## src/rtl/barcode_pkg.sv

```systemverilog
// Shared constants, enums and key-decoding helpers for the barcode assembler.
package barcode_pkg;

    localparam logic [7:0] ASCII_ENTER = 8'h0D;
    localparam logic [7:0] ASCII_BS    = 8'h08;
    localparam logic [7:0] ASCII_R_UC  = 8'h52;
    localparam logic [7:0] ASCII_R_LC  = 8'h72;
    localparam logic [7:0] ASCII_MINUS = 8'h2D;

    typedef enum logic [1:0] {
        RADIX_DEC = 2'b00,
        RADIX_HEX = 2'b01,
        RADIX_B36 = 2'b10,
        RADIX_RSV = 2'b11
    } radix_e;

    typedef enum logic [1:0] {
        ST_COLLECT = 2'd0,
        ST_CONVERT = 2'd1,
        ST_PUSH    = 2'd2
    } state_e;

    function automatic logic [5:0] radix_value(input radix_e radix);
        case (radix)
            RADIX_DEC: return 6'd10;
            RADIX_B36: return 6'd36;
            default:   return 6'd16;
        endcase
    endfunction

    // Returns {valid, value}; letters decode to 10..35 and are valid only below the radix.
    function automatic logic [6:0] ascii_to_digit(input logic [7:0] ascii, input radix_e radix);
        logic [5:0] value;
        value = 6'd63;
        if (ascii >= 8'h30 && ascii <= 8'h39)
            value = 6'(ascii - 8'h30);
        else if (ascii >= 8'h41 && ascii <= 8'h5A)
            value = 6'(ascii - 8'h37);
        else if (ascii >= 8'h61 && ascii <= 8'h7A)
            value = 6'(ascii - 8'h57);
        return {(value < radix_value(radix)), value};
    endfunction

endpackage

```

## src/rtl/barcode_fifo.sv

```systemverilog
// Synchronous FIFO with full/empty/level; a push into a full FIFO is accepted when a pop happens in the same cycle.
module barcode_fifo #(
    parameter int W     = 32,
    parameter int DEPTH = 4
) (
    input  logic                         CLOCK_50,
    input  logic                         RESET,
    input  logic                         push,
    input  logic [W-1:0]                 push_data,
    input  logic                         pop,
    output logic [W-1:0]                 pop_data,
    output logic                         full,
    output logic                         empty,
    output logic [$clog2(DEPTH+1)-1:0]   level
);

    localparam int PW = $clog2(DEPTH);
    localparam int LW = $clog2(DEPTH+1);

    logic [W-1:0]  mem [DEPTH];
    logic [PW-1:0] wr_ptr;
    logic [PW-1:0] rd_ptr;
    logic [LW-1:0] count;
    logic          do_push;
    logic          do_pop;

    function automatic logic [PW-1:0] ptr_inc(input logic [PW-1:0] p);
        return (p == PW'(DEPTH-1)) ? '0 : p + PW'(1);
    endfunction

    assign full     = (count == LW'(DEPTH));
    assign empty    = (count == '0);
    assign level    = count;
    assign do_pop   = pop && !empty;
    assign do_push  = push && (!full || do_pop);
    assign pop_data = empty ? '0 : mem[rd_ptr];

    always_ff @(posedge CLOCK_50 or posedge RESET) begin
        if (RESET) begin
            wr_ptr <= '0;
            rd_ptr <= '0;
            count  <= '0;
        end else begin
            if (do_push)
                wr_ptr <= ptr_inc(wr_ptr);
            if (do_pop)
                rd_ptr <= ptr_inc(rd_ptr);
            case ({do_push, do_pop})
                2'b10:   count <= count + LW'(1);
                2'b01:   count <= count - LW'(1);
                default: count <= count;
            endcase
        end
    end

    always_ff @(posedge CLOCK_50) begin
        if (do_push)
            mem[wr_ptr] <= push_data;
    end

endmodule

```

## src/rtl/barcode_assembler.sv

```systemverilog
// Collects ASCII digit keys, converts them with a multi-cycle Horner loop and queues finished codes.
module barcode_assembler
    import barcode_pkg::*;
#(
    parameter int CODE_W     = 32,
    parameter int MAX_DIGITS = 8,
    parameter int FIFO_DEPTH = 4,
    parameter int DEDUP      = 1
) (
    input  logic                              CLOCK_50,
    input  logic                              RESET,
    input  logic [7:0]                        key_ascii,
    input  logic                              key_strobe,
    input  logic [1:0]                        radix_mode,
    input  logic                              clr_flags,
    output logic [CODE_W-1:0]                 code_data,
    output logic                              code_valid,
    input  logic                              code_ready,
    output logic                              busy,
    output logic [$clog2(MAX_DIGITS+1)-1:0]   digit_count,
    output logic [$clog2(FIFO_DEPTH+1)-1:0]   fifo_level,
    output logic                              err_digit,
    output logic                              err_drop,
    output logic                              err_dup,
    output logic [1:0]                        state_dbg
);

    localparam int CW = $clog2(MAX_DIGITS+1);
    localparam int AW = (MAX_DIGITS > 1) ? $clog2(MAX_DIGITS) : 1;
    localparam logic [CW-1:0] MAX_CNT = CW'(MAX_DIGITS);

    state_e             state_q, state_d;
    logic [CW-1:0]      count_q, count_d;
    logic [CW-1:0]      idx_q;
    logic [5:0]         digit_mem [MAX_DIGITS];
    logic [CODE_W-1:0]  acc_q, acc_mul, acc_next;
    radix_e             radix_q;
    logic [1:0]         mode_q;
    logic [CODE_W-1:0]  last_code_q;
    logic               last_valid_q;

    radix_e             cur_radix;
    logic [6:0]         key_dec;
    logic               key_is_clear;
    logic               radix_chg;
    logic               pop;
    logic               fifo_full;
    logic               fifo_empty;

    logic               digit_we;
    logic               start_cvt;
    logic               push_req;
    logic               set_err_digit;
    logic               set_err_drop;
    logic               set_err_dup;

    assign cur_radix    = radix_e'(radix_mode);
    assign key_dec      = ascii_to_digit(key_ascii, cur_radix);
    assign key_is_clear = (cur_radix == RADIX_B36) ? (key_ascii == ASCII_MINUS)
                                                   : (key_ascii == ASCII_R_UC || key_ascii == ASCII_R_LC);
    assign radix_chg    = (radix_mode != mode_q);

    // Output handshake: code_data is the FIFO head whenever code_valid is high and holds until
    // the consumer raises code_ready; an entry leaves on every edge where code_valid && code_ready.
    assign pop          = code_valid && code_ready;
    assign code_valid   = !fifo_empty;
    assign busy         = (state_q != ST_COLLECT);
    assign digit_count  = count_q;
    assign state_dbg    = state_q;

    always_ff @(posedge CLOCK_50 or posedge RESET) begin
        if (RESET)
            state_q <= ST_COLLECT;
        else
            state_q <= state_d;
    end

    always_comb begin
        state_d       = state_q;
        count_d       = count_q;
        digit_we      = 1'b0;
        start_cvt     = 1'b0;
        push_req      = 1'b0;
        set_err_digit = 1'b0;
        set_err_drop  = 1'b0;
        set_err_dup   = 1'b0;
        case (state_q)
            ST_COLLECT: begin
                // A radix switch invalidates buffered digits and swallows a coincident key.
                if (radix_chg && count_q != '0) begin
                    count_d = '0;
                end else if (key_strobe) begin
                    if (key_dec[6]) begin
                        if (count_q == MAX_CNT) begin
                            set_err_digit = 1'b1;
                        end else begin
                            digit_we = 1'b1;
                            count_d  = count_q + CW'(1);
                        end
                    end else if (key_ascii == ASCII_BS) begin
                        if (count_q != '0)
                            count_d = count_q - CW'(1);
                    end else if (key_is_clear) begin
                        count_d = '0;
                    end else if (key_ascii == ASCII_ENTER && count_q != '0) begin
                        start_cvt = 1'b1;
                        state_d   = ST_CONVERT;
                    end
                end
            end
            ST_CONVERT: begin
                if (idx_q == count_q - CW'(1))
                    state_d = ST_PUSH;
            end
            ST_PUSH: begin
                count_d = '0;
                state_d = ST_COLLECT;
                if (DEDUP != 0 && last_valid_q && acc_q == last_code_q)
                    set_err_dup = 1'b1;
                else if (fifo_full && !pop)
                    set_err_drop = 1'b1;
                else
                    push_req = 1'b1;
            end
            default: state_d = ST_COLLECT;
        endcase
    end

    // Constant-radix multiply as shift-add, then add the current digit.
    always_comb begin
        case (radix_q)
            RADIX_DEC: acc_mul = (acc_q << 3) + (acc_q << 1);
            RADIX_B36: acc_mul = (acc_q << 5) + (acc_q << 2);
            default:   acc_mul = acc_q << 4;
        endcase
        acc_next = acc_mul + CODE_W'(digit_mem[idx_q[AW-1:0]]);
    end

    always_ff @(posedge CLOCK_50 or posedge RESET) begin
        if (RESET) begin
            count_q      <= '0;
            idx_q        <= '0;
            acc_q        <= '0;
            radix_q      <= RADIX_DEC;
            mode_q       <= 2'b00;
            last_code_q  <= '0;
            last_valid_q <= 1'b0;
        end else begin
            count_q <= count_d;
            mode_q  <= radix_mode;
            if (start_cvt) begin
                idx_q   <= '0;
                acc_q   <= '0;
                radix_q <= cur_radix;
            end else if (state_q == ST_CONVERT) begin
                acc_q <= acc_next;
                idx_q <= idx_q + CW'(1);
            end
            if (push_req) begin
                last_code_q  <= acc_q;
                last_valid_q <= 1'b1;
            end
        end
    end

    always_ff @(posedge CLOCK_50) begin
        if (digit_we)
            digit_mem[count_q[AW-1:0]] <= key_dec[5:0];
    end

    always_ff @(posedge CLOCK_50 or posedge RESET) begin
        if (RESET) begin
            err_digit <= 1'b0;
            err_drop  <= 1'b0;
            err_dup   <= 1'b0;
        end else begin
            if (set_err_digit)  err_digit <= 1'b1;
            else if (clr_flags) err_digit <= 1'b0;
            if (set_err_drop)   err_drop  <= 1'b1;
            else if (clr_flags) err_drop  <= 1'b0;
            if (set_err_dup)    err_dup   <= 1'b1;
            else if (clr_flags) err_dup   <= 1'b0;
        end
    end

    barcode_fifo #(
        .W     (CODE_W),
        .DEPTH (FIFO_DEPTH)
    ) u_fifo (
        .CLOCK_50  (CLOCK_50),
        .RESET     (RESET),
        .push      (push_req),
        .push_data (acc_q),
        .pop       (pop),
        .pop_data  (code_data),
        .full      (fifo_full),
        .empty     (fifo_empty),
        .level     (fifo_level)
    );

endmodule

```

## config.mk

```make
export PLATFORM = sky130hd
export DESIGN_NAME = barcode_assembler
export DESIGN_NICKNAME = d
export VERILOG_FILES = /design/src/rtl/barcode_pkg.sv /design/src/rtl/barcode_fifo.sv /design/src/rtl/barcode_assembler.sv
export SDC_FILE = /design/constraint.sdc
export NUM_CORES = 1
export LEC_CHECK = 0
export BUFFER_PORTS_ARGS = -buffer_cell sky130_fd_sc_hd__buf_4
export CAP_MARGIN = 10
export CORE_AREA = 8 8 179 181
export CTS_BUF_LIST = sky130_fd_sc_hd__clkbuf_2 sky130_fd_sc_hd__clkbuf_4 sky130_fd_sc_hd__clkbuf_8
export DETAILED_ROUTE_END_ITERATION = 8
export DIE_AREA = 0 0 187 189
export GPL_ROUTABILITY_DRIVEN = 0
export PLACE_DENSITY = 0.71
export SLEW_MARGIN = 20
export SYNTH_ARGS = -nofsm -noshare
export SYNTH_HDL_FRONTEND = slang
export SYNTH_SLANG_ARGS = --single-unit
```

## constraint.sdc

```tcl
create_clock -name CLOCK_50 -period 4.4 [get_ports CLOCK_50]
set_input_delay 0.88 -clock CLOCK_50 [delete_from_list [all_inputs] [get_ports CLOCK_50]]
set_output_delay 0.88 -clock CLOCK_50 [all_outputs]
set_load 0.005 [all_outputs]
```

==> summary by stage, run 1 <==
Finish
The final-stage net count is 1587. The post-route core utilization is 60.9%. The relative area change from synthesis to final layout is 13.1%. The repair_antennas step left the layout with diodes totalling 0. Leaving out fill and tap cells, the most frequent cell in the layout is sky130_fd_sc_hd__edfxtp_1. In the layout the commonest cells are sky130_fd_sc_hd__edfxtp_1, sky130_fd_sc_hd__buf_4, sky130_fd_sc_hd__nand2_1, sky130_fd_sc_hd__dfrtp_1, sky130_fd_sc_hd__nor2_1. The share of post-route cells with drive strength above 1 is 21.1%. After routing the design area is 17800 um^2. The filler cell count is 2293.

Routing
The count of antenna-violating nets left after detailed routing is 0. The routed via count divided by cell count is 6.07. After detailed routing, the number of remaining DRC violations is 0. The number of detailed-routing iterations run before antenna repair is 5.

The final wirelength is 38.0 mm. The routed layout has 11574 vias. The average wire length per cell after detail routing is 19.9 um. The detailed router's first-iteration violation count is 886.

Status
The flow ran to the end, and the final reports show no timing, DRC or antenna violations.

Synthesis
Of the synthesized area, sequential elements account for 47.7%. The fraction of synthesis flops using an asynchronous set or reset pin is 33.6%. For this run, the number of Yosys warnings is 0.

The post-synthesis average cell area is 11.4 um^2. In this run, synthesis inferred 176 flip-flops with an integrated enable. The number of instances in the synthesized netlist is 1379.

Synthesis instantiated 89 different standard cells from the library. The number of nets handed over by synthesis was 1479. Among all flip-flop cells after synthesis, the most frequent one is sky130_fd_sc_hd__edfxtp_1. The number of synthesized register bits is 265. The mapped netlist covers 15700 um^2.

CTS
Clock-pin slew was measured on the worst setup and hold paths at 60 ps. The number of buffers created by CTS is 40. The clock reaches the later pin of the worst-skew pair after 530 ps.

The tree is rooted in a sky130_fd_sc_hd__clkbuf_8. The clock passes through at most 3 buffers. The clock net in this run drives a total of 265 sinks. The number of hold buffers added after CTS was 0. The post-cts repair resize count is 0. The TritonCTS clock tree is built. The H-tree depth is 2. Post-CTS timing repair inserted 0 buffers for setup.

Worst setup path
The critical path start-end classification is flip-flop to flip-flop. The delay of the slowest cell on the worst path is 470 ps. The cell family with the largest share of critical-path delay is compound AO/OA/AOI/OAI gates. The worst setup path is captured at a flip-flop.

The worst setup path is launched from a flip-flop. STA puts the critical path data arrival time at 4540 ps. The endpoint required time on the critical path is 4840 ps. The critical path depth is 14. The most numerous cell type found on the critical path is sky130_fd_sc_hd__a2111oi_4.

On the critical path, the stage with the largest delay is an instance of sky130_fd_sc_hd__or4_1. The worst reg-to-reg path cell count is 14. The number of buffers and inverters on the critical path is 1. The largest driver fanout on the critical path is 4. The signal on the critical path passes through ha_1 -> inv_1 -> fa_1 -> nand2b_1 -> a21o_1 -> a2111oi_4 -> o31ai_2 -> a2111oi_4 -> nor2_1 -> xnor2_1 -> o221ai_1 -> or3_1 -> or4_1 -> nand3_1.

Floorplanning
From bottom edge to top edge, the die measures 189 um. The number of primary I/O pins is 61. The initial core utilization is 53.8%. The floorplan core area is 29200 um^2. The die span in x is 187 um.

The count of standard-cell rows is 63. The full die area is 35300 um^2.

Power and ir drop
The internal portion of the total power is 0.00752 W. The share of total power dissipated in sequential elements is 28.7%. For this design the total switching power over the nets is 0.00567 W. The static leakage power is 6.85 nW. The part of the total power dissipated in the clock network is 15.3%.

The largest voltage drop on the vdd net is 253 uV. In this run switching power makes up 43.0% of total power. Dividing total power by cell area gives a power density of 741 nW/um^2. The combinational cell fraction of total power is 56.0%.

Placement
The HPWL after detailed placement is 28.0 mm. Port buffering added 60 buffers. The placed instance area is 17000 um^2. At the placement stage, the worst setup path has a slack of 73.8 ps.

STA
The worst-margin pin slew is 1020 ps. For this run, the top clock speed supported by timing is 244 MHz. The headroom to the max-slew limit is 31.5%. Setup violations remaining at the end of the flow were counted as 0. The minimum setup slack in the final design is 302 ps. Setup repair after global routing left no endpoint under its margin. The number of failing hold endpoints at the final stage was 0.

The number of max-slew violations in the final report is 0. The minimum clock period is 4100 ps. Of the available clock period, the critical path in the final layout requires 93.1%. The largest clock skew in the final design is 30.9 ps.

The setup total negative slack is 0 ps.

Global route
The number of antenna violations at the first check in global routing is 0. The via count of the first global-routing pass came to 11442. Entering global routing, the biggest net connects 69 pins. The global-route usage over all layers is 21.2%. After global routing the overflow that remains totals 0.

The first-pass GRT wire length is 61.4 mm.

Worst hold path
The number of cells traversed by the worst hold path is 1. The type of the tightest min-delay check is flip-flop to flip-flop.

Job
The number of max-capacitance violations reported is 0.
[registers in the layout, summed over array words and instances (netlist names), 2 cells and up]
register	cells
u_fifo.rd_ptr	2
digit_count	4
u_fifo.level	3
radix_q	2
u_fifo.mem	128
u_fifo.wr_ptr	2
idx_q	4
acc_q	32
state_dbg	2
last_code_q	32
digit_mem	48
mode_q	2
[kinds of logic after synthesis]
group / after synthesis / share of synthesized area, %
XOR/XNOR: 106 / 5.90
flip-flops: 265 / 47.7
buffers and inverters: 98 / 2.39
adder cells (fa/ha/maj): 85 / 6.95
AND/OR/NAND/NOR: 413 / 13.2
AO/OA/AOI/OAI: 318 / 14.1
multiplexers: 94 / 9.79
[layer usage]
layer / up-vias / global-route usage, % / wire length, um
met5: - / 0 / 0
met2: 362 / 34.7 / 17900
met4: 0 / 5.16 / 634
met3: 53 / 3.13 / 2210
li1: 5476 / - / -
met1: 5683 / 29.5 / 17200
[through the flow]
stage | hold slack [ps] | power (W) | std cells
floorplan | 434 | 0.00893 | 1379
global placement | 452 | 0.0109 | 1835
detailed placement | 460 | 0.0111 | 1835
CTS | 471 | 0.0131 | 1908
global route | 476 | 0.0141 | 1908
finish | 480 | 0.0132 | 1908
[path summary, 6_finish.rpt]
path | startpoint | end | slack (ps)
max | acc_q[0]$_DFFE_PP0P_ | acc_q[31]$_DFFE_PP0P_ | 300
min | last_valid_q$_DFFE_PP0P_ | last_valid_q$_DFFE_PP0P_ | 480
max reg2reg | acc_q[0]$_DFFE_PP0P_ | acc_q[31]$_DFFE_PP0P_ | 300
min reg2reg | last_valid_q$_DFFE_PP0P_ | last_valid_q$_DFFE_PP0P_ | 480
max in group asynchronous | RESET | acc_q[29]$_DFFE_PP0P_ | 2950
min in group asynchronous | RESET | u_fifo.level[2]$_DFFE_PP0P_ | 520
[power groups by stage]
stage	logic [W]	clock network, W	registers (W)
after detailed placement	0.00728	0	0.00383
after global routing	0.00813	0.00216	0.00385
after CTS	0.00731	0.00206	0.00378
after floorplan	0.00533	0	0.00360
final	0.00738	0.00202	0.00379
after global placement	0.00714	0	0.00381
[cell usage after synthesis, drive strengths merged, types with 8 or more instances]
library cell / number / area [um^2]
dfrtp: 89 / 2230
o22ai: 22 / 138
a21oi: 67 / 343
ha: 81 / 1010
mux2i: 11 / 110
xnor2: 66 / 578
mux2: 39 / 439
inv: 39 / 146
nand2: 119 / 452
and3: 14 / 87.6
xor2: 40 / 350
or2: 8 / 50.1
buf: 11 / 48.8
nor2: 87 / 327
nand4: 24 / 150
o21a: 17 / 128
a211o: 8 / 70.1
nor4: 14 / 87.6
mux4: 44 / 991
a21o: 20 / 150
o21bai: 9 / 67.6
a211oi: 12 / 90.1
nand2b: 13 / 81.3
o21ai: 70 / 350
o211ai: 14 / 110
a31oi: 8 / 50.1
edfxtp: 176 / 5290
or3: 11 / 73.8
and2: 41 / 257
clkbuf: 47 / 176
nand3: 30 / 150
nor3: 24 / 130
[final cells by class]
class	instances	area [um^2]	share of cell area, %
Sequential cell	265	7520	42.2
Timing Repair Buffer	124	931	5.23
Clock inverter	14	93.8	0.527
Inverter	40	153	0.858
Clock buffer	59	724	4.07
Multi-Input combinational cell	1016	7890	44.3
Tap cell	390	488	2.74
Power figures use the tool's default switching activity.
==> run 2: changes to the inputs <==
==> constraint.sdc (replaced) <==
create_clock -name CLOCK_50 -period 4.8 [get_ports CLOCK_50]
set_input_delay 0.96 -clock CLOCK_50 [delete_from_list [all_inputs] [get_ports CLOCK_50]]
set_output_delay 0.96 -clock CLOCK_50 [all_outputs]
set_load 0.005 [all_outputs]
==> summary by stage, run 2 (synthesized netlist as in run 1, its figures left out) <==
Finish
The number of flip-flops in the largest register is 128 (unchanged). The relative area change from synthesis to final layout is 11.7% (was 13.1%). Commonest cells after routing, fill and taps aside: sky130_fd_sc_hd__edfxtp_1, sky130_fd_sc_hd__nand2_1, sky130_fd_sc_hd__buf_4, sky130_fd_sc_hd__dfrtp_1, sky130_fd_sc_hd__nor2_1 (was sky130_fd_sc_hd__edfxtp_1, sky130_fd_sc_hd__buf_4, sky130_fd_sc_hd__nand2_1, sky130_fd_sc_hd__dfrtp_1, sky130_fd_sc_hd__nor2_1). The most common library cell in the layout ignoring fill and taps is sky130_fd_sc_hd__edfxtp_1 (unchanged). The top register by number of flip-flops is u_fifo.mem (unchanged). The post-route cell area is 17600 um^2 (was 17800 um^2). The share of post-route cells with drive strength above 1 is 19.4% (was 21.1%).

The final-stage net count was 1563 (was 1587). The antenna cell count came to 0 (unchanged). The post-route core utilization was 60.1% (was 60.9%).

Power and ir drop
The largest voltage drop on the vdd net is 216 uV (was 253 uV). The internal power is 0.00678 W (was 0.00752 W). The fraction of power consumed by sequential logic is 29.7% (was 28.7%).

The switching part of the total power is 43.2% (was 43.0%). The switching power is 0.00517 W (was 0.00567 W). The combinational cell fraction of total power was 54.8% (was 56.0%).

The power per cell area is 680 nW/um^2 (was 741 nW/um^2). The part of the total power dissipated in the clock network is 15.4% (was 15.3%). The static leakage power was 6.73 nW (was 6.85 nW).

STA
The number of failing hold endpoints at the final stage was 0 (unchanged). The share of the clock period used by the worst path is 92.4% (was 93.1%). The total setup violations reported at the end of the flow is 0 (unchanged). The setup total negative slack is 0 ps (unchanged).

The minimum clock period came to 4440 ps (was 4100 ps). The worst slack on hold paths came to 471 ps (was 480 ps). Setup repair after global routing missed its margin: no (unchanged). The headroom to the max-slew limit is 26.4% (was 31.5%). The number of max-slew violations in the final report is 0 (unchanged). The largest clock skew in the final design was 30.4 ps (was 30.9 ps). The worst-margin pin slew is 1100 ps (was 1020 ps).

The timing-limited maximum frequency is 225 MHz (was 244 MHz).

CTS
The post-CTS clock slew at the launch and capture registers of the worst setup and hold paths is 60 ps (about the same). The clock tree root driver cell was sky130_fd_sc_hd__clkbuf_8 (unchanged). The H-tree depth was 2 (unchanged).

The number of setup buffers added after CTS is 0 (unchanged). The maximum clock insertion buffer count is 3 (unchanged). The number of buffers created by CTS was 40 (unchanged).

The worst-skew pair later-pin latency came to 540 ps (was 530 ps). The TritonCTS clock tree is built (unchanged). The hold buffer count at CTS was 0 (unchanged). The post-cts repair resize count is 0 (unchanged).

The TritonCTS sink count was 265 (unchanged).

Job
The number of max-capacitance violations reported is 0 (unchanged).

Worst setup path
The worst reg-to-reg path cell count is 13 (was 14). The most frequent cell on the critical path is sky130_fd_sc_hd__nand3_1 (was sky130_fd_sc_hd__a2111oi_4). The startpoint of the worst setup timing path is acc_q[1]$_DFFE_PP0P_ (was acc_q[0]$_DFFE_PP0P_).

The delay of the slowest cell on the worst path came to 650 ps (was 470 ps). The endpoint required time on the critical path is 5250 ps (was 4840 ps). The type of element capturing the critical path is a flip-flop (unchanged).

The critical-path cell with the highest stage delay is sky130_fd_sc_hd__a2111oi_0 (was sky130_fd_sc_hd__or4_1). The last element of the critical path is acc_q[31]$_DFFE_PP0P_ (unchanged). The endpoint of the lowest-slack register-to-register path was acc_q[31]$_DFFE_PP0P_ (unchanged).

The data arrival at the endpoint of the critical path is 4890 ps (was 4540 ps). Cells traversed along the worst timing path: inv_1 -> fa_1 -> nand2b_1 -> a21o_1 -> a21boi_2 -> or3_1 -> a31oi_1 -> a2111oi_0 -> and3_1 -> nand3_1 -> or3_4 -> or4_1 -> nand3_1 (was ha_1 -> inv_1 -> fa_1 -> nand2b_1 -> a21o_1 -> a2111oi_4 -> o31ai_2 -> a2111oi_4 -> nor2_1 -> xnor2_1 -> o221ai_1 -> or3_1 -> or4_1 -> nand3_1). The critical path depth is 13 (was 14). The reg-to-reg startpoint is acc_q[1]$_DFFE_PP0P_ (was acc_q[0]$_DFFE_PP0P_). The largest driver fanout on the critical path is 11 (was 4).

The critical path start-end classification is flip-flop to flip-flop (unchanged). The worst path buffer plus inverter count is 1 (unchanged). The startpoint type of the worst setup path is a flip-flop (unchanged). The worst-case register-to-register setup slack is 360 ps (was 300 ps). The cell family with the largest share of critical-path delay is simple AND/OR/NAND/NOR gates (was compound AO/OA/AOI/OAI gates).

Global route
The maximum number of pins on one net before global-route repair was 67 (was 69). The aggregate global routing overflow is 0 (unchanged). The met1 usage in global routing is 28.9% (was 29.5%).

The met2 track demand over resource came to 33.4% (was 34.7%). The met3 global-route usage came to 4.51% (was 3.13%). The via count of the first global-routing pass is 11054 (was 11442).

The number of antenna violations at the first check in global routing is 0 (unchanged). The most crowded layer after global routing is met2 (unchanged). The global-route usage over all layers is 21.0% (was 21.2%). The first-pass GRT wire length is 60.3 mm (was 61.4 mm).

Status
Result of the run: complete, no violations (unchanged).

Routing
The number of detailed-routing iterations run before antenna repair is 6 (was 5). The vias after detailed routing is 11437 (was 11574). The count of antenna-violating nets left after detailed routing is 0 (unchanged). The post-detailed-route DRC marker count was 0 (unchanged). The detailed router's first-iteration violation count is 923 (was 886). The average wire length per cell after detail routing was 19.9 um (about the same). The final wirelength is 37.5 mm (was 38.0 mm). The routed via count divided by cell count is 6.07 (about the same).

Placement
The count of buffers inserted at the top-level ports is 60 (unchanged). The placed instance area came to 16800 um^2 (was 17000 um^2). The half-perimeter wire length of the detailed placement result came to 27.1 mm (was 28.0 mm).

Floorplanning
The height of the die is 189 um (unchanged). The full die area is 35300 um^2 (unchanged). The die span in x is 187 um (unchanged).

The floorplan core area came to 29200 um^2 (unchanged). The number of primary I/O pins is 61 (unchanged). The count of standard-cell rows is 63 (unchanged). The initial core utilization was 53.8% (unchanged).

Worst hold path
The type of the tightest min-delay check is flip-flop to flip-flop (unchanged).
==> run 2: cell type report <==
class	instances	area (um^2)
fill	2339	11700
multi-input combinational	1016	7870
sequential	265	7510
timing repair buffer	100	751
clock buffer	59	712
tap	390	488
inverter	40	153
clock inverter	13	90.1
==> run 2: metrics by stage <==
step | worst slack (ps) | power, W | std cells
2_1_floorplan | 169 | 0.00819 | 1379
3_3_place_gp | 362 | 0.00993 | 1811
3_5_place_dp | 231 | 0.0101 | 1811
4_1_cts | 395 | 0.0119 | 1883
5_1_grt | 50.5 | 0.0128 | 1883
6_report | 365 | 0.0119 | 1883
==> run 2: worst reg2reg max path, delay by kind of cell (launching register included) <==
family                     cells  cell delay, ps
AOI/OAI and AO/OA              4            1330
adders and majority gates      1             500
DFF                            1             620
and+or+nand+nor                7            1720
buffers and inverters          1             200
==> run 2: worst min-delay path by stage <==
| stage | start | end | slack, ps | cells past startpoint |
|---|---|---|---|---|
| 2_1_floorplan | last_valid_q$_DFFE_PP0P_ | last_valid_q$_DFFE_PP0P_ | 430 | 1 |
| 3_3_place_gp | last_valid_q$_DFFE_PP0P_ | last_valid_q$_DFFE_PP0P_ | 450 | 1 |
| 3_5_place_dp | last_valid_q$_DFFE_PP0P_ | last_valid_q$_DFFE_PP0P_ | 450 | 1 |
| 4_1_cts | last_valid_q$_DFFE_PP0P_ | last_valid_q$_DFFE_PP0P_ | 470 | 1 |
| 5_1_grt | last_valid_q$_DFFE_PP0P_ | last_valid_q$_DFFE_PP0P_ | 500 | 1 |
| 6_report | last_valid_q$_DFFE_PP0P_ | last_valid_q$_DFFE_PP0P_ | 470 | 1 |
==> run 2: power groups by stage <==
stage / sequential (W) / combinational [W] / clock [W]
after global placement: 0.00356 / 0.00637 / 0
after floorplan: 0.00330 / 0.00489 / 0
after detailed placement: 0.00359 / 0.00647 / 0
after global routing: 0.00360 / 0.00722 / 0.00198
final: 0.00355 / 0.00655 / 0.00184
after CTS: 0.00354 / 0.00650 / 0.00188
==> run 2: metal layers <==
metal,routed length (um),vias up
met5,0,-
met1,16700,5575
met3,2660,52
met2,17500,398
li1,-,5412
met4,649,0
==> run 3: changes to the inputs <==
--- a/config.mk
+++ b/config.mk
@@ -12,7 +12,8 @@
 export DETAILED_ROUTE_END_ITERATION = 8
 export DIE_AREA = 0 0 187 189
 export GPL_ROUTABILITY_DRIVEN = 0
-export PLACE_DENSITY = 0.71
+export PLACE_DENSITY = 0.74
+export SETUP_SLACK_MARGIN = 0.2
 export SLEW_MARGIN = 20
 export SYNTH_ARGS = -nofsm -noshare
 export SYNTH_HDL_FRONTEND = slang
==> constraint.sdc (replaced) <==
create_clock -name CLOCK_50 -period 3.8 [get_ports CLOCK_50]
set_input_delay 0.76 -clock CLOCK_50 [delete_from_list [all_inputs] [get_ports CLOCK_50]]
set_output_delay 0.76 -clock CLOCK_50 [all_outputs]
set_load 0.005 [all_outputs]
==> summary by stage, run 3 (synthesized netlist as in run 1, its figures left out) <==
STA
The largest clock skew in the final design is 26.1 ps (was 30.4 ps). The total setup violations reported at the end of the flow is 0 (unchanged). The worst-margin pin slew is 983 ps (was 1100 ps). Setup repair after global routing missed its margin: yes (was no). The share of the clock period used by the worst path was 97.9% (was 92.4%). The headroom to the max-slew limit is 32.7% (was 26.4%). The minimum clock period is 3720 ps (was 4440 ps).

The number of failing hold endpoints at the final stage is 0 (unchanged). The number of max-slew violations in the final report is 0 (unchanged). The timing-limited maximum frequency came to 269 MHz (was 225 MHz).

Finish
The number of flip-flops in the largest register came to 128 (unchanged). The most common library cell in the layout ignoring fill and taps was sky130_fd_sc_hd__buf_4 (was sky130_fd_sc_hd__edfxtp_1). The antenna cell count came to 0 (unchanged). Commonest cells after routing, fill and taps aside: sky130_fd_sc_hd__buf_4, sky130_fd_sc_hd__edfxtp_1, sky130_fd_sc_hd__nand2_1, sky130_fd_sc_hd__dfrtp_1, sky130_fd_sc_hd__nor2_1 (was sky130_fd_sc_hd__edfxtp_1, sky130_fd_sc_hd__nand2_1, sky130_fd_sc_hd__buf_4, sky130_fd_sc_hd__dfrtp_1, sky130_fd_sc_hd__nor2_1). The count of placed standard cells in the final layout, fillers left out is 2017 (was 1883). The final-stage net count came to 1695 (was 1563). The share of post-route cells with drive strength above 1 was 32.0% (was 19.4%). The relative area change from synthesis to final layout is 23.3% (was 11.7%). The top register by number of flip-flops was u_fifo.mem (unchanged).

CTS
The number of buffers created by CTS is 40 (unchanged). The TritonCTS sink count came to 265 (unchanged). The TritonCTS clock tree was built (unchanged). The H-tree depth is 2 (unchanged).

The clock tree root driver cell is sky130_fd_sc_hd__clkbuf_8 (unchanged). The worst-skew pair later-pin latency is 530 ps (was 540 ps). The post-CTS clock slew at the launch and capture registers of the worst setup and hold paths is 60 ps (about the same). The maximum clock insertion buffer count came to 3 (unchanged).

Routing
The count of antenna-violating nets left after detailed routing is 0 (unchanged). The routed via count divided by cell count is 6.13 (was 6.07). The post-detailed-route DRC marker count is 0 (unchanged). The final wirelength is 40.8 mm (was 37.5 mm).

The average wire length per cell after detail routing was 20.2 um (was 19.9 um). The vias after detailed routing is 12358 (was 11437). The number of detailed-routing iterations run before antenna repair came to 5 (was 6).

The detailed router's first-iteration violation count was 1157 (was 923).

Floorplanning
The initial core utilization was 53.8% (unchanged). The die span in x is 187 um (unchanged). The floorplan core area is 29200 um^2 (unchanged).

The full die area is 35300 um^2 (unchanged). The count of standard-cell rows is 63 (unchanged). The number of primary I/O pins is 61 (unchanged). The height of the die is 189 um (unchanged).

Placement
The half-perimeter wire length of the detailed placement result came to 29.0 mm (was 27.1 mm). The number of placed cells counting well taps is 1912 (was 1811). The count of buffers inserted at the top-level ports is 60 (unchanged).

Global route
The maximum number of pins on one net before global-route repair is 74 (was 67). The aggregate global routing overflow is 0 (unchanged). The first-pass GRT wire length is 63.6 mm (was 60.3 mm). The via count of the first global-routing pass is 11976 (was 11054).

The number of antenna violations at the first check in global routing came to 0 (unchanged). The global-route usage over all layers was 22.0% (was 21.0%).

Power and ir drop
The switching power is 0.00724 W (was 0.00517 W). The fraction of power consumed by sequential logic is 25.1% (was 29.7%). The internal power is 0.00969 W (was 0.00678 W). The post-route total power is 0.0169 W (was 0.0119 W). The largest voltage drop on the vdd net is 321 uV (was 216 uV). The power per cell area is 873 nW/um^2 (was 680 nW/um^2). The part of the total power dissipated in the clock network is 13.9% (was 15.4%). The switching part of the total power is 42.8% (was 43.2%). The combinational cell fraction of total power is 61.0% (was 54.8%). The static leakage power was 7.55 nW (was 6.73 nW).

Worst setup path
The largest driver fanout on the critical path was 3 (was 11). The type of element capturing the critical path is a flip-flop (unchanged). The endpoint required time on the critical path came to 4250 ps (was 5250 ps). The data arrival at the endpoint of the critical path is 4170 ps (was 4890 ps). The critical path start-end classification is flip-flop to flip-flop (unchanged). The startpoint type of the worst setup path is a flip-flop (unchanged).

Worst hold path
The type of the tightest min-delay check is primary input to flip-flop (was flip-flop to flip-flop).

Status
Result of the run: complete, no violations (unchanged).

Job
The number of max-capacitance violations reported is 0 (unchanged).
## run 3: layout make-up
type	count	area, um^2
sequential	265	7520
inverter	40	153
timing repair buffer	232	1890
fill	2066	9850
multi-input combinational	1016	8520
tap	390	488
clock buffer	55	682
clock inverter	19	143
## run 3: worst max-delay path, cell delays in order, from the launching register on
cell	delay, ps
sky130_fd_sc_hd__dfrtp_2	410
sky130_fd_sc_hd__ha_4	150
sky130_fd_sc_hd__inv_2	40
sky130_fd_sc_hd__fa_2	360
sky130_fd_sc_hd__nand2b_4	170
sky130_fd_sc_hd__a21o_1	210
sky130_fd_sc_hd__a2111oi_4	290
sky130_fd_sc_hd__buf_4	190
sky130_fd_sc_hd__buf_6	100
sky130_fd_sc_hd__nor2_4	40
sky130_fd_sc_hd__xor2_2	150
sky130_fd_sc_hd__a221oi_2	360
sky130_fd_sc_hd__and3_4	260
sky130_fd_sc_hd__nand3_2	70
sky130_fd_sc_hd__or3_4	370
sky130_fd_sc_hd__or4_1	400
sky130_fd_sc_hd__nand3_1	90
## run 3: stage by stage
step / hold WS, ps / area (um^2) / setup WS, ps / utilization, % / setup TNS, ps
5_1_grt: 379 / 19400 / -75.4 / 66.3 / -119
6_report: 385 / 19400 / 79.7 / 66.3 / 0
4_1_cts: 366 / 18800 / 65.1 / 64.2 / 0
3_3_place_gp: 451 / 17800 / -14.4 / 60.7 / -86.3
2_1_floorplan: 434 / 15900 / -193 / - / -2790
3_5_place_dp: 464 / 17800 / -60.8 / 60.7 / -1270
## run 3: per-layer routing
layer	vias up	track usage, %	share of wire (%)
li1	5686	-	-
met5	-	0	0
met1	6081	30.1	42
met2	503	36.1	48
met4	0	7.03	2.5
met3	88	2.92	6.9
## run 3: path summary, 6_finish.rpt
path / startpoint / endpoint / slack [ps] / depth (start not counted)
max in group asynchronous: RESET / acc_q[19]$_DFFE_PP0P_ / 2620 / 3
worst min register to register: last_valid_q$_DFFE_PP0P_ / last_valid_q$_DFFE_PP0P_ / 490 / 1
worst max register to register: acc_q[0]$_DFFE_PP0P_ / acc_q[31]$_DFFE_PP0P_ / 80 / 16
worst min-delay path: radix_mode[1] / mode_q[1]$_DFF_PP0_ / 380 / 1
worst max-delay path: acc_q[0]$_DFFE_PP0P_ / acc_q[31]$_DFFE_PP0P_ / 80 / 16
min in group asynchronous: RESET / u_fifo.wr_ptr[1]$_DFFE_PP0P_ / 440 / 2
## run 3: power groups by stage
stage / logic, W / registers (W) / clock network, W
floorplan: 0.00622 / 0.00418 / 0
global placement: 0.00907 / 0.00424 / 0
detailed placement: 0.00928 / 0.00425 / 0
CTS: 0.00950 / 0.00420 / 0.00240
global route: 0.0112 / 0.00428 / 0.00253
finish: 0.0103 / 0.00425 / 0.00236
## run 3: what timing repair did
action / 4_1_cts / 5_1_grt
hold buffers: 0 / 0
pin swaps: 15 / 43
buffers inserted: 9 / 22
gates resized for setup: 27 / 88
endpoints found under the setup margin: 14 / 151
